[src/rtl/branch_queue_pkg.sv]
// Shared widths and the in-flight branch record used by the branch queue and its storage.
package branch_queue_pkg;

  localparam int unsigned PATTERN_WIDTH  = 10;
  localparam int unsigned INST_MEM_WIDTH = 14;

  typedef struct packed {
    logic [PATTERN_WIDTH-1:0]  pattern;
    logic [1:0]                prediction;
    logic [INST_MEM_WIDTH-1:0] alt_addr;
  } bq_entry_t;

  // The MSB of the 2-bit counter is the predicted direction.
  function automatic logic mispredicted(input logic [1:0] prediction, input logic taken);
    return taken ^ prediction[1];
  endfunction

endpackage

[src/rtl/bq_storage.sv]
// Entry array for the branch queue: synchronous write at tail, asynchronous read at head.
module bq_storage
  import branch_queue_pkg::*;
#(
  parameter  int unsigned DEPTH = 4,
  localparam int unsigned PTR_W = $clog2(DEPTH)
) (
  input  logic             clk,
  input  logic             write_en,
  input  logic [PTR_W-1:0] write_addr,
  input  bq_entry_t        write_data,
  input  logic [PTR_W-1:0] read_addr,
  output bq_entry_t        read_data
);

  bq_entry_t mem [DEPTH];

  always_ff @(posedge clk) begin
    if (write_en) mem[write_addr] <= write_data;
  end

  assign read_data = mem[read_addr];

endmodule

[src/rtl/branch_queue.sv]
// In-order queue of in-flight conditional branches; retires the oldest on resolve and
// produces the registered commit/feedback bundle for the fetch stage.
module branch_queue
  import branch_queue_pkg::*;
#(
  parameter  int unsigned DEPTH = 4,
  localparam int unsigned PTR_W = $clog2(DEPTH),
  localparam int unsigned CNT_W = PTR_W + 1
) (
  input  logic                      clk,
  input  logic                      reset_n,
  input  logic                      push,
  input  logic [PATTERN_WIDTH-1:0]  push_pattern,
  input  logic [1:0]                push_prediction,
  input  logic [INST_MEM_WIDTH-1:0] push_alt_addr,
  output logic                      full,
  input  logic                      resolve,
  input  logic                      resolve_taken,
  input  logic                      flush,
  output logic                      commit_b,
  output logic                      failure,
  output logic [PATTERN_WIDTH-1:0]  pattern_end,
  output logic [1:0]                prediction_end,
  output logic [INST_MEM_WIDTH-1:0] addr_on_failure,
  output logic [CNT_W-1:0]          count
);

  logic [PTR_W-1:0] head, tail, head_next, tail_next;
  logic [CNT_W-1:0] count_next;
  logic             push_acc, resolve_acc, fail;
  bq_entry_t        head_entry, push_entry;

  assign full        = (count == CNT_W'(DEPTH));
  assign resolve_acc = resolve && (count != '0);
  assign fail        = resolve_acc && mispredicted(head_entry.prediction, resolve_taken);
  // A push alongside a mispredict or flush is wrong-path and never written.
  assign push_acc    = push && !full && !fail && !flush;

  always_comb begin
    push_entry            = '0;
    push_entry.pattern    = push_pattern;
    push_entry.prediction = push_prediction;
    push_entry.alt_addr   = push_alt_addr;
  end

  bq_storage #(.DEPTH(DEPTH)) u_storage (
    .clk        (clk),
    .write_en   (push_acc),
    .write_addr (tail),
    .write_data (push_entry),
    .read_addr  (head),
    .read_data  (head_entry)
  );

  always_comb begin
    head_next  = head + PTR_W'(resolve_acc);
    tail_next  = tail + PTR_W'(push_acc);
    count_next = count + CNT_W'(push_acc) - CNT_W'(resolve_acc);
    if (flush) begin
      head_next  = '0;
      tail_next  = '0;
      count_next = '0;
    end else if (fail) begin
      tail_next  = head + PTR_W'(1);
      count_next = '0;
    end
  end

  always_ff @(posedge clk or negedge reset_n) begin
    if (!reset_n) begin
      head  <= '0;
      tail  <= '0;
      count <= '0;
    end else begin
      head  <= head_next;
      tail  <= tail_next;
      count <= count_next;
    end
  end

  always_ff @(posedge clk or negedge reset_n) begin
    if (!reset_n) begin
      commit_b        <= 1'b0;
      failure         <= 1'b0;
      pattern_end     <= '0;
      prediction_end  <= '0;
      addr_on_failure <= '0;
    end else begin
      commit_b <= resolve_acc;
      failure  <= fail;
      if (resolve_acc) begin
        pattern_end     <= head_entry.pattern;
        prediction_end  <= head_entry.prediction;
        addr_on_failure <= head_entry.alt_addr;
      end
    end
  end

  push_while_full: assert property (@(posedge clk) disable iff (!reset_n) !(push && full))
    else $warning("branch_queue: push while full dropped");

  resolve_while_empty: assert property (@(posedge clk) disable iff (!reset_n) !(resolve && count == '0))
    else $warning("branch_queue: resolve while empty ignored");

endmodule

[config.mk]
export PLATFORM = sky130hd
export DESIGN_NAME = branch_queue
export DESIGN_NICKNAME = d
export VERILOG_FILES = /design/src/rtl/branch_queue_pkg.sv /design/src/rtl/bq_storage.sv /design/src/rtl/branch_queue.sv
export SDC_FILE = /design/constraint.sdc
export NUM_CORES = 1
export LEC_CHECK = 0
export CAP_MARGIN = 15
export CORE_UTILIZATION = 50
export CTS_BUF_LIST = sky130_fd_sc_hd__clkbuf_16
export DETAILED_ROUTE_END_ITERATION = 12
export PLACE_DENSITY = 0.73
export SYNTH_ARGS = -nofsm -noshare
export SYNTH_HDL_FRONTEND = slang
export SYNTH_SLANG_ARGS = --single-unit
[constraint.sdc]
create_clock -name clk -period 7.6 [get_ports clk]
set_clock_uncertainty 0.1 [all_clocks]
set_input_delay 1.52 -clock clk [delete_from_list [all_inputs] [get_ports clk]]
set_output_delay 1.52 -clock clk [all_outputs]
set_load 0.005 [all_outputs]
==> impl_results.md, run 1 <==
- Flop2flop setup slack: 3.88 ns
- FFs w/ async S/R, synth: 0.252
- Sequential power share: 0.436
- Nets: 402
- Port Buffers: 63
- Clock Latency Late Sink: 0.41 ns
- Core outline area: 0.0103 mm^2
- Final GP Congestion: 0.701
- Synthesized area: 0.00526 mm^2
- DR DRC count: 0
- Most frequent cells in the layout: edfxtp_1, nand2_1, clkdlybuf4s50_1
- Avg WL per Cell: 18.5 um
- Routed via count: 2731
- R2r startpoint: head[0]
- Clock-pin slew on the worst setup and hold paths: 0.06 ns
- Max incr delay on CP: 0.50 ns
- Hold path startpoint: pattern_end[2]
- Vias/cell: 5.31
- Post-CTS Hold Fix Bufs: 0
- Placement Cell Area: 0.00607 mm^2
- Crit path time final: 3.95 ns
- Slew Limit Headroom: 0.356
- Initial core utilization: 0.512
- Clock power frac: 0.328
- Pint: 1.79 mW
- CP max FO: 33
- Worst path slowest cell: clkdlybuf4s50_1
- Iter 0 DRT Violations: 159
- # rows: 37
- Clock Tree Root: clkbuf_16
- Final Util: 0.647
- Final non-filler cell total: 514
- Cell area after layout: 0.00665 mm^2
- Final Hold Violating Endpoints: 0
- Pleak: 2.44 nW
- CP bufs+invs: 5
- Max-cap viol count: 0
- Worst-margin pin slew: 0.965 ns
- Yosys cell types: 27
- Vias in the first global route: 2911
- Total grt overflow: 0
- Leading area contributor after synthesis: edfxtp_1
- Max Freq: 253 MHz
- Syn_nets: 326
- Drt pass-1 iters: 4
- Combinational power share: 0.236
- Reg2Reg Depth: 11
- EDFF count, synth: 104
- Post-DRT Antenna Nets: 0
- RSZ-0062 raised after global routing: false
- CP Capture Type: flip-flop
- Final setup TNS: 0 ns
- I/O pin count: 64
- CP delay by family, top: buffers and inverters
- Worst Hold Depth: 2
- Clock sinks: 139
- Post-Route WL: 9530 um
- P&R area growth vs syn: 26.4%
- Initial antenna violation count: 0
- Pwr/cell area: 368 mW/mm^2
- Commonest non-fill, non-tap cell in the layout: edfxtp_1
- Final setup violation count: 0
- CTS H-tree depth: 4
- Hold EP: pattern_end[2]
- Dpl cells: 482
- WP data arrival: 4.18 ns
- Hpwl dp: 5100 um
- CTS-repair resized insts: 0
- Mean Syn Cell Area: 18.2 um^2
- Worst Hold Class: flip-flop to flip-flop
- Switching power: 0.655 mW
- Post-CTS Setup Inserts: 0
- Max VDD drop: 0.000143 V
- Fillers: 734
- Slew Viols, Final: 0
- Final hold slack: 0.371 ns
- CP required: 7.83 ns
- FF-to-FF End: count[2]
- Die area: 0.0109 mm^2
- Die Ht: 105 um
- Largest net degree at the start of global routing: 36
- Layout cells sized above 1: 0.177
- Ranking of synthesized cells by area: edfxtp_1, dfrtp_1, mux4_2
- Crit path cell chain: clkdlybuf4s50_1 -> o31ai_4 -> buf_4 -> inv_2 -> ha_1 -> inv_1 -> ha_1 -> inv_1 -> fa_1 -> xor2_1 -> xnor2_1 -> nor3_1
- First-pass GRT wire length: 15000 um
- Synth warnings: 0
- Final worst-path cycle share: 0.520
- Startpoint Class: primary input
- CP Class: primary input to flip-flop
- Area of the multi-input gates: 0.00121 mm^2
- CTS Buffer Depth: 2
- Total GRT Usage: 0.190
- Sw Share: 0.268
- Synth top area share: 0.594
- CTS Buf Count: 17
- Seq cells post-synth: 139
- Cell count after synthesis: 289
- Main synth FF type: edfxtp_1
- Status: finished, final reports clean
- Antenna diodes: 0
- Sequential area share after synthesis: 0.760
- CTS tree: yes
- Die W: 105 um
- Sequential Area: 0.00400 mm^2
[routing by layer]
layer | wire (um) | GRT usage | vias up
met4 | 180 | 0.0898 | 0
li1 | - | - | 1235
met5 | 0 | 0 | -
met2 | 4900 | 0.317 | 83
met1 | 3940 | 0.229 | 1394
met3 | 515 | 0.0543 | 19
[cell type report]
type | count | share of cell area
inverters | 5 | 0.00282
multi-input cells | 134 | 0.183
flip-flops and latches | 139 | 0.602
clock inverters | 15 | 0.0235
well taps | 136 | 0.0256
repair buffers | 68 | 0.0998
clock buffers | 17 | 0.0640
[how the worst max path moves through the flow]
stage / from / endpoint / slack [ns] / cells past startpoint
floorplan: resolve_taken / u_storage.mem[0][0] / 3.37 / 3
global placement: resolve / count[2] / 3.28 / 12
detailed placement: resolve / count[2] / 3.20 / 12
CTS: resolve / count[2] / 3.63 / 12
global route: resolve / count[2] / 3.46 / 12
finish: resolve / count[2] / 3.65 / 12
[flip-flops by register name, indices dropped and copies added, names as in the netlist]
| register | count |
|---|---|
| tail | 2 |
| addr_on_failure | 14 |
| count | 3 |
| u_storage.mem | 104 |
| prediction_end | 2 |
| pattern_end | 10 |
| head | 2 |
| commit_b | 1 |
| failure | 1 |
[power by group through the flow]
stage / Clock, mW / Sequential, mW / Combinational (mW)
after floorplan: 0 / 1.04 / 0.346
final: 0.802 / 1.07 / 0.576
after global routing: 0.850 / 1.09 / 0.632
after global placement: 0 / 1.08 / 0.560
after detailed placement: 0 / 1.08 / 0.573
after CTS: 0.816 / 1.07 / 0.587
[synth_stat cells, types with 2 or more instances]
| library cell | number |
|---|---|
| buf_1 | 3 |
| buf_2 | 4 |
| clkbuf_1 | 3 |
| dfrtp_1 | 35 |
| edfxtp_1 | 104 |
| ha_1 | 4 |
| inv_1 | 4 |
| mux4_1 | 2 |
| mux4_2 | 24 |
| nand2_1 | 79 |
| nor2_1 | 3 |
| nor2b_1 | 2 |
| nor3_1 | 3 |
| nor3b_2 | 3 |
| xnor2_1 | 3 |
| xor2_1 | 2 |
[kinds of logic (layout without fill, tap and decap cells)]
kind of cell               count (synthesis)  count (layout)  synth area share
DFF                                      139             139             0.760
and+or+nand+nor                           91              91            0.0723
muxes                                     26              26             0.113
buffers and inverters                     16             105            0.0138
AOI/OAI and AO/OA                          6               6            0.0140
xor gates and xnor gates                   6               6            0.0136
adders and majority gates                  5               5            0.0133
[per-stage QoR]
stage	worst slack, ns	power (mW)
6_report	3.65	2.44
5_1_grt	3.46	2.57
4_1_cts	3.63	2.47
3_5_place_dp	3.20	1.66
3_3_place_gp	3.28	1.64
2_1_floorplan	3.37	1.38
[tightest hold or removal path, delay by kind of cell, from the launching register on]
kind	cells	cell delay, ns
flops	1	0.33
simple gates	2	0.10
Power figures use the tool's default switching activity.
==> run 2, diff against run 1 <==
==> constraint.sdc (replaced) <==
create_clock -name clk -period 4.1 [get_ports clk]
set_clock_uncertainty 0.1 [all_clocks]
set_input_delay 0.82 -clock clk [delete_from_list [all_inputs] [get_ports clk]]
set_output_delay 0.82 -clock clk [all_outputs]
set_load 0.005 [all_outputs]
==> run 2 against run 1 <==
Compared with the run above: register-to-register slack got worse by 2.8 ns; non-clock buffer count grew 2; power is 88% higher; largest cell class unchanged; critical endpoint unchanged; die area stayed put; count of clock-buffer cells in the layout did not move; worst hold slack gained 0.0043 ns; combinational power rose by 98%; critical path type is now flip-flop to flip-flop.
==> impl_results.md, run 2 (synthesis results as in run 1) <==
- Status: finished, final reports clean
- Hold path startpoint: addr_on_failure[4]
- Post-Route WL: 9380 um (-1.6%)
- Placement Cell Area: 0.00608 mm^2 (+0.25%)
- Port Buffers: 63 (unchanged)
- CTS H-tree depth: 4 (unchanged)
- Cell area after layout: 0.00668 mm^2 (+0.53%)
- Clock Latency Late Sink: 0.41 ns (about the same)
- Slew Limit Headroom: 0.450 (+0.0932)
- Max Freq: 335 MHz
- Antenna diodes: 0 (unchanged)
- Commonest non-fill, non-tap cell in the layout: edfxtp_1
- Pleak: 2.46 nW (+0.79%)
- Post-CTS Setup Inserts: 0 (unchanged)
- CP required: 4.32 ns (-3.51 ns)
- Post-DRT Antenna Nets: 0 (unchanged)
- DR DRC count: 0 (unchanged)
- CTS Buf Count: 17 (unchanged)
- Startpoint Class: flip-flop
- Final Util: 0.650 (+0.00341)
- Max reg flops: 104 (unchanged)
- Initial antenna violation count: 0 (unchanged)
- Vias/cell: 5.24 (-1.3%)
- Nets: 404 (+0.50%)
- Most frequent cells in the layout: edfxtp_1, nand2_1, clkdlybuf4s50_1
- CP startpoint: head[0]
- CP max FO: 6 (-82%)
- Dpl cells: 484 (+0.41%)
- Die Ht: 105 um (unchanged)
- Most flop-heavy register: u_storage.mem
- Clock Tree Root: clkbuf_16
- WP data arrival: 3.20 ns (-0.98 ns)
- Final setup violation count: 0 (unchanged)
- Total Power: 4.59 mW (+88%)
- Total GRT Usage: 0.188 (-0.00198)
- Final worst-path cycle share: 0.728
- CP Capture Type: flip-flop
- Slew Viols, Final: 0 (unchanged)
- Initial core utilization: 0.512 (unchanged)
- CTS tree: yes
- Die area: 0.0109 mm^2 (unchanged)
- I/O pin count: 64 (unchanged)
- Max VDD drop: 0.000350 V (+140%)
- Post-CTS Hold Fix Bufs: 0 (unchanged)
- Final non-filler cell total: 516 (+0.39%)
- RSZ-0062 raised after global routing: false
- Worst Hold Class: flip-flop to flip-flop
- Routed via count: 2706 (-0.92%)
- Crit path time final: 2.98 ns
- Hpwl dp: 5240 um (+2.8%)
- Final setup TNS: 0 ns (unchanged)
- Largest net degree at the start of global routing: 36 (unchanged)
- # rows: 37 (unchanged)
- Drt pass-1 iters: 5 (+1)
- Final hold slack: 0.375 ns (+0.00435 ns)
- Worst-margin pin slew: 0.825 ns (-0.140 ns)
- First-pass GRT wire length: 14900 um (-0.14%)
- Layout cells sized above 1: 0.189 (+0.0122)
- Total grt overflow: 0 (unchanged)
- Core outline area: 0.0103 mm^2 (unchanged)
- Clock-pin slew on the worst setup and hold paths: 0.06 ns (about the same)
- CP Class: flip-flop to flip-flop
- CTS Buffer Depth: 2 (unchanged)
- Clock sinks: 139 (unchanged)
- Final GP Congestion: 0.697 (-0.57%)
- Vias in the first global route: 2915 (+0.14%)
- Pre-CTS setup slack: 0.698 ns (-2.50 ns)
- Die W: 105 um (unchanged)
- CTS-repair resized insts: 0 (unchanged)
- Pwr/cell area: 686 mW/mm^2 (+87%)
- P&R area growth vs syn: 27.0%
- Avg WL per Cell: 18.2 um (-2.0%)
- Fin worst setup slack: 1.12 ns (-2.53 ns)
- Iter 0 DRT Violations: 119 (-25%)
- Max-cap viol count: 0 (unchanged)
- Biggest regs: u_storage.mem x104, addr_on_failure x14, pattern_end x10
- R2r startpoint: head[0]
- Final Hold Violating Endpoints: 0 (unchanged)
## run 2: changes by cell type in the layout (fill, tap and decap cells not counted), sizes merged
cell | before | now
inv | 5 | 10
buf | 6 | 8
clkinv | 10 | 3
clkinvlp | 2 | 4
## run 2: critical path, cell delays in order, from the launching register on
cell	delay, ns
dfrtp_2	0.37
mux4_2	0.57
xnor2_4	0.19
o211ai_4	0.35
ha_1	0.30
inv_1	0.06
ha_1	0.12
inv_1	0.05
fa_1	0.37
xor2_1	0.16
xnor2_1	0.13
nor3_1	0.14
## run 2: final cells by class
type / instances / area [um^2]
clock buffer: 17 / 425
clock inverter: 15 / 176
tap: 136 / 170
timing repair buffer: 70 / 678
multi-input combinational: 134 / 1210
sequential: 139 / 4000
inverter: 5 / 18.8
fill: 742 / 3590
## run 2: path summary, 6_finish.rpt
| check | end | slack, ns | depth (start not counted) |
|---|---|---|---|
| hold / removal | addr_on_failure[4] | 0.38 | 2 |
| setup / recovery | count[2] | 1.12 | 11 |
| setup reg to reg | count[2] | 1.12 | 11 |
| max in group asynchronous | head[0] | 2.92 | 1 |
| hold reg to reg | addr_on_failure[4] | 0.38 | 2 |
| min in group asynchronous | failure | 0.41 | 1 |
## run 2: power breakdown
group / total (mW) / switching, mW / internal [mW] / leakage [nW]
clock: 1.53 / 0.574 / 0.957 / 0.289
combinational: 1.14 / 0.529 / 0.607 / 0.788
sequential: 1.92 / 0.142 / 1.78 / 1.38
## run 2: metal layers
layer	vias up	track usage	wire, um
li1	1237	-	-
met1	1376	0.232	3830
met2	85	0.323	4990
met3	8	0.0455	478
met4	0	0.0704	83
met5	-	0	0
==> run 3, diff against run 2 <==
==> constraint.sdc (replaced) <==
create_clock -name clk -period 3.1 [get_ports clk]
set_clock_uncertainty 0.1 [all_clocks]
set_input_delay 0.62 -clock clk [delete_from_list [all_inputs] [get_ports clk]]
set_output_delay 0.62 -clock clk [all_outputs]
set_load 0.005 [all_outputs]
==> run 3 against run 2 <==
Compared with the run above: worst hold slack lost 0.17 ns; register-to-register slack lost 0.78 ns; setup slack lost 0.78 ns; critical path type unchanged; critical path depth is the same; via count grew 2.1%; sequential share of layout area shrank 0.056 points.
==> impl_results.md, run 3 (synthesis results as in run 1) <==
- Vias in the first global route: 2957 (+1.4%)
- Worst-margin pin slew: 0.842 ns (+0.0168 ns)
- Drt pass-1 iters: 4 (-1)
- Max reg flops: 104 (unchanged)
- Post-CTS Setup Inserts: 0 (unchanged)
- Final setup violation count: 0 (unchanged)
- Routed via count: 2763 (+2.1%)
- CTS Buf Count: 17 (unchanged)
- Max Freq: 362 MHz (+8.0%)
- Hpwl dp: 5550 um (+6.0%)
- I/O pin count: 64 (unchanged)
- Clock sinks: 139 (unchanged)
- Post-Route WL: 9620 um (+2.6%)
- Post-CTS Hold Fix Bufs: 0 (unchanged)
- Dpl cells: 492 (+1.7%)
- Initial antenna violation count: 0 (unchanged)
- Clock Tree Root: clkbuf_16
- Worst Hold Class: primary input to asynchronous set/reset pin
- Startpoint Class: flip-flop
- CP required: 3.33 ns (-0.99 ns)
- Combinational power share: 0.259 (+0.011)
- CP Class: flip-flop to flip-flop
- CTS-repair resized insts: 0 (unchanged)
- Pleak: 2.49 nW (+0.98%)
- Placement Cell Area: 0.00615 mm^2 (+1.1%)
- CTS Buffer Depth: 2 (unchanged)
- Clock power frac: 0.312 (-0.022)
- Commonest non-fill, non-tap cell in the layout: edfxtp_1
- Antenna diodes: 0 (unchanged)
- Vias/cell: 5.27 (+0.55%)
- # rows: 37 (unchanged)
- Final Hold Violating Endpoints: 0 (unchanged)
- Worst path slowest cell: mux4_2
- Clock-pin slew on the worst setup and hold paths: 0.05 ns (about the same)
- Crit path time final: 2.76 ns (-0.220 ns)
- Sequential power share: 0.428 (+0.010)
- WP data arrival: 3.00 ns (-0.20 ns)
- Pwr/cell area: 882 mW/mm^2 (+29%)
- DR DRC count: 0 (unchanged)
- Most frequent cells in the layout: edfxtp_1, nand2_1, clkdlybuf4s50_1
- Die W: 105 um (unchanged)
- P&R area growth vs syn: 27.2% (about the same)
- Pint: 4.32 mW (+29%)
- Die area: 0.0109 mm^2 (unchanged)
- Max incr delay on CP: 0.57 ns (about the same)
- Total GRT Usage: 0.197 (+0.00912)
- Avg WL per Cell: 18.4 um (+1.0%)
- Clock Latency Late Sink: 0.41 ns (about the same)
- RSZ-0062 raised after global routing: false
- Cell area after layout: 0.00669 mm^2 (about the same)
- Final GP Congestion: 0.704 (+0.92%)
- Slew Limit Headroom: 0.439 (-0.0112)
- Core outline area: 0.0103 mm^2 (unchanged)
- Slew Viols, Final: 0 (unchanged)
- Iter 0 DRT Violations: 135 (+13%)
- Die Ht: 105 um (unchanged)
- Nets: 412 (+2.0%)
- Max VDD drop: 0.000444 V (+27%)
- Most flop-heavy register: u_storage.mem
- Sw Share: 0.267 (-0.00407)
- Fillers: 706 (-4.9%)
- Total grt overflow: 0 (unchanged)
- Status: finished, final reports clean
- Largest net degree at the start of global routing: 36 (unchanged)
- CTS H-tree depth: 4 (unchanged)
- CP Capture Type: flip-flop
- Switching power: 1.58 mW (+27%)
- Port Buffers: 63 (unchanged)
- First-pass GRT wire length: 15200 um (+1.8%)
- Total Power: 5.90 mW (+29%)
- Final setup TNS: 0 ns (unchanged)
- Final non-filler cell total: 524 (+1.6%)
- CP max FO: 6 (unchanged)
- Layout cells sized above 1: 0.188 (-0.00133)
- CTS tree: yes
- Final worst-path cycle share: 0.892 (+0.164)
- Crit path cell chain: mux4_2 -> xnor2_4 -> o211ai_4 -> ha_1 -> inv_1 -> ha_1 -> inv_1 -> fa_1 -> xor2_1 -> xnor2_1 -> nor3_1
- Initial core utilization: 0.512 (unchanged)
- Max-cap viol count: 0 (unchanged)
- Post-DRT Antenna Nets: 0 (unchanged)
- Biggest regs: u_storage.mem x104, addr_on_failure x14, pattern_end x10
==> run 3: cell count changes in the layout (fill, tap and decap cells not counted) <==
cell | previous run | this run
nor3_4 | 0 | 1
nor3_2 | 1 | 0
clkinvlp_4 | 4 | 1
clkinv_1 | 0 | 6
clkinv_2 | 1 | 3
clkinv_4 | 2 | 0
inv_6 | 3 | 0
buf_4 | 7 | 15
inv_1 | 6 | 7
bufinv_16 | 3 | 2
==> run 3: worst paths after layout <==
path,end,slack [ns],startpoint,cells past startpoint
worst max-delay path,count[2],0.34,head[0],11
worst min-delay path,failure,0.21,reset_n,1
worst max register to register,count[2],0.34,head[0],11
worst min register to register,addr_on_failure[1],0.37,addr_on_failure[1],2
max in group asynchronous,head[0],2.11,reset_n,1
min in group clk,addr_on_failure[1],0.37,addr_on_failure[1],2
==> run 3: layout make-up <==
type	count	area, um^2	area share
multi-input cells	134	1220	0.182
flip-flops and latches	139	4000	0.598
inverters	5	18.8	0.00281
well taps	136	170	0.0254
clock inverters	15	116	0.0174
clock buffers	17	425	0.0636
repair buffers	78	738	0.110
==> run 3: power by group through the flow <==
stage | Combinational (mW) | Sequential [mW] | Clock, mW
final | 1.53 | 2.53 | 1.84
after global routing | 1.68 | 2.57 | 1.95
after CTS | 1.56 | 2.53 | 1.87
after detailed placement | 1.54 | 2.56 | 0
after global placement | 1.51 | 2.54 | 0
after floorplan | 0.850 | 2.54 | 0
==> run 3: per-stage QoR <==
stage / setup WS, ns / utilization / hold slack, ns
after floorplan: 0.00658 / - / 0.224
after global placement: 0.151 / 0.598 / 0.358
after CTS: 0.324 / 0.651 / 0.234
after global routing: 0.153 / 0.651 / 0.259
after detailed placement: 0.108 / 0.598 / 0.363
final: 0.336 / 0.651 / 0.210
==> run 3: layer usage <==
metal,wire length (um),global-route usage
met1,3830,0.234
met2,5170,0.328
met3,527,0.0823
met4,87,0.0633
met5,0,0
==> run 3: critical path, delay by kind of cell (launching register included) <==
family          cells  cell delay (ns)
xor+xnor            3             0.55
simple gates        1             0.12
compound gates      1             0.10
buf+inv             2             0.11
fa+ha+maj           3             0.77
flops               1             0.37
mux                 1             0.57
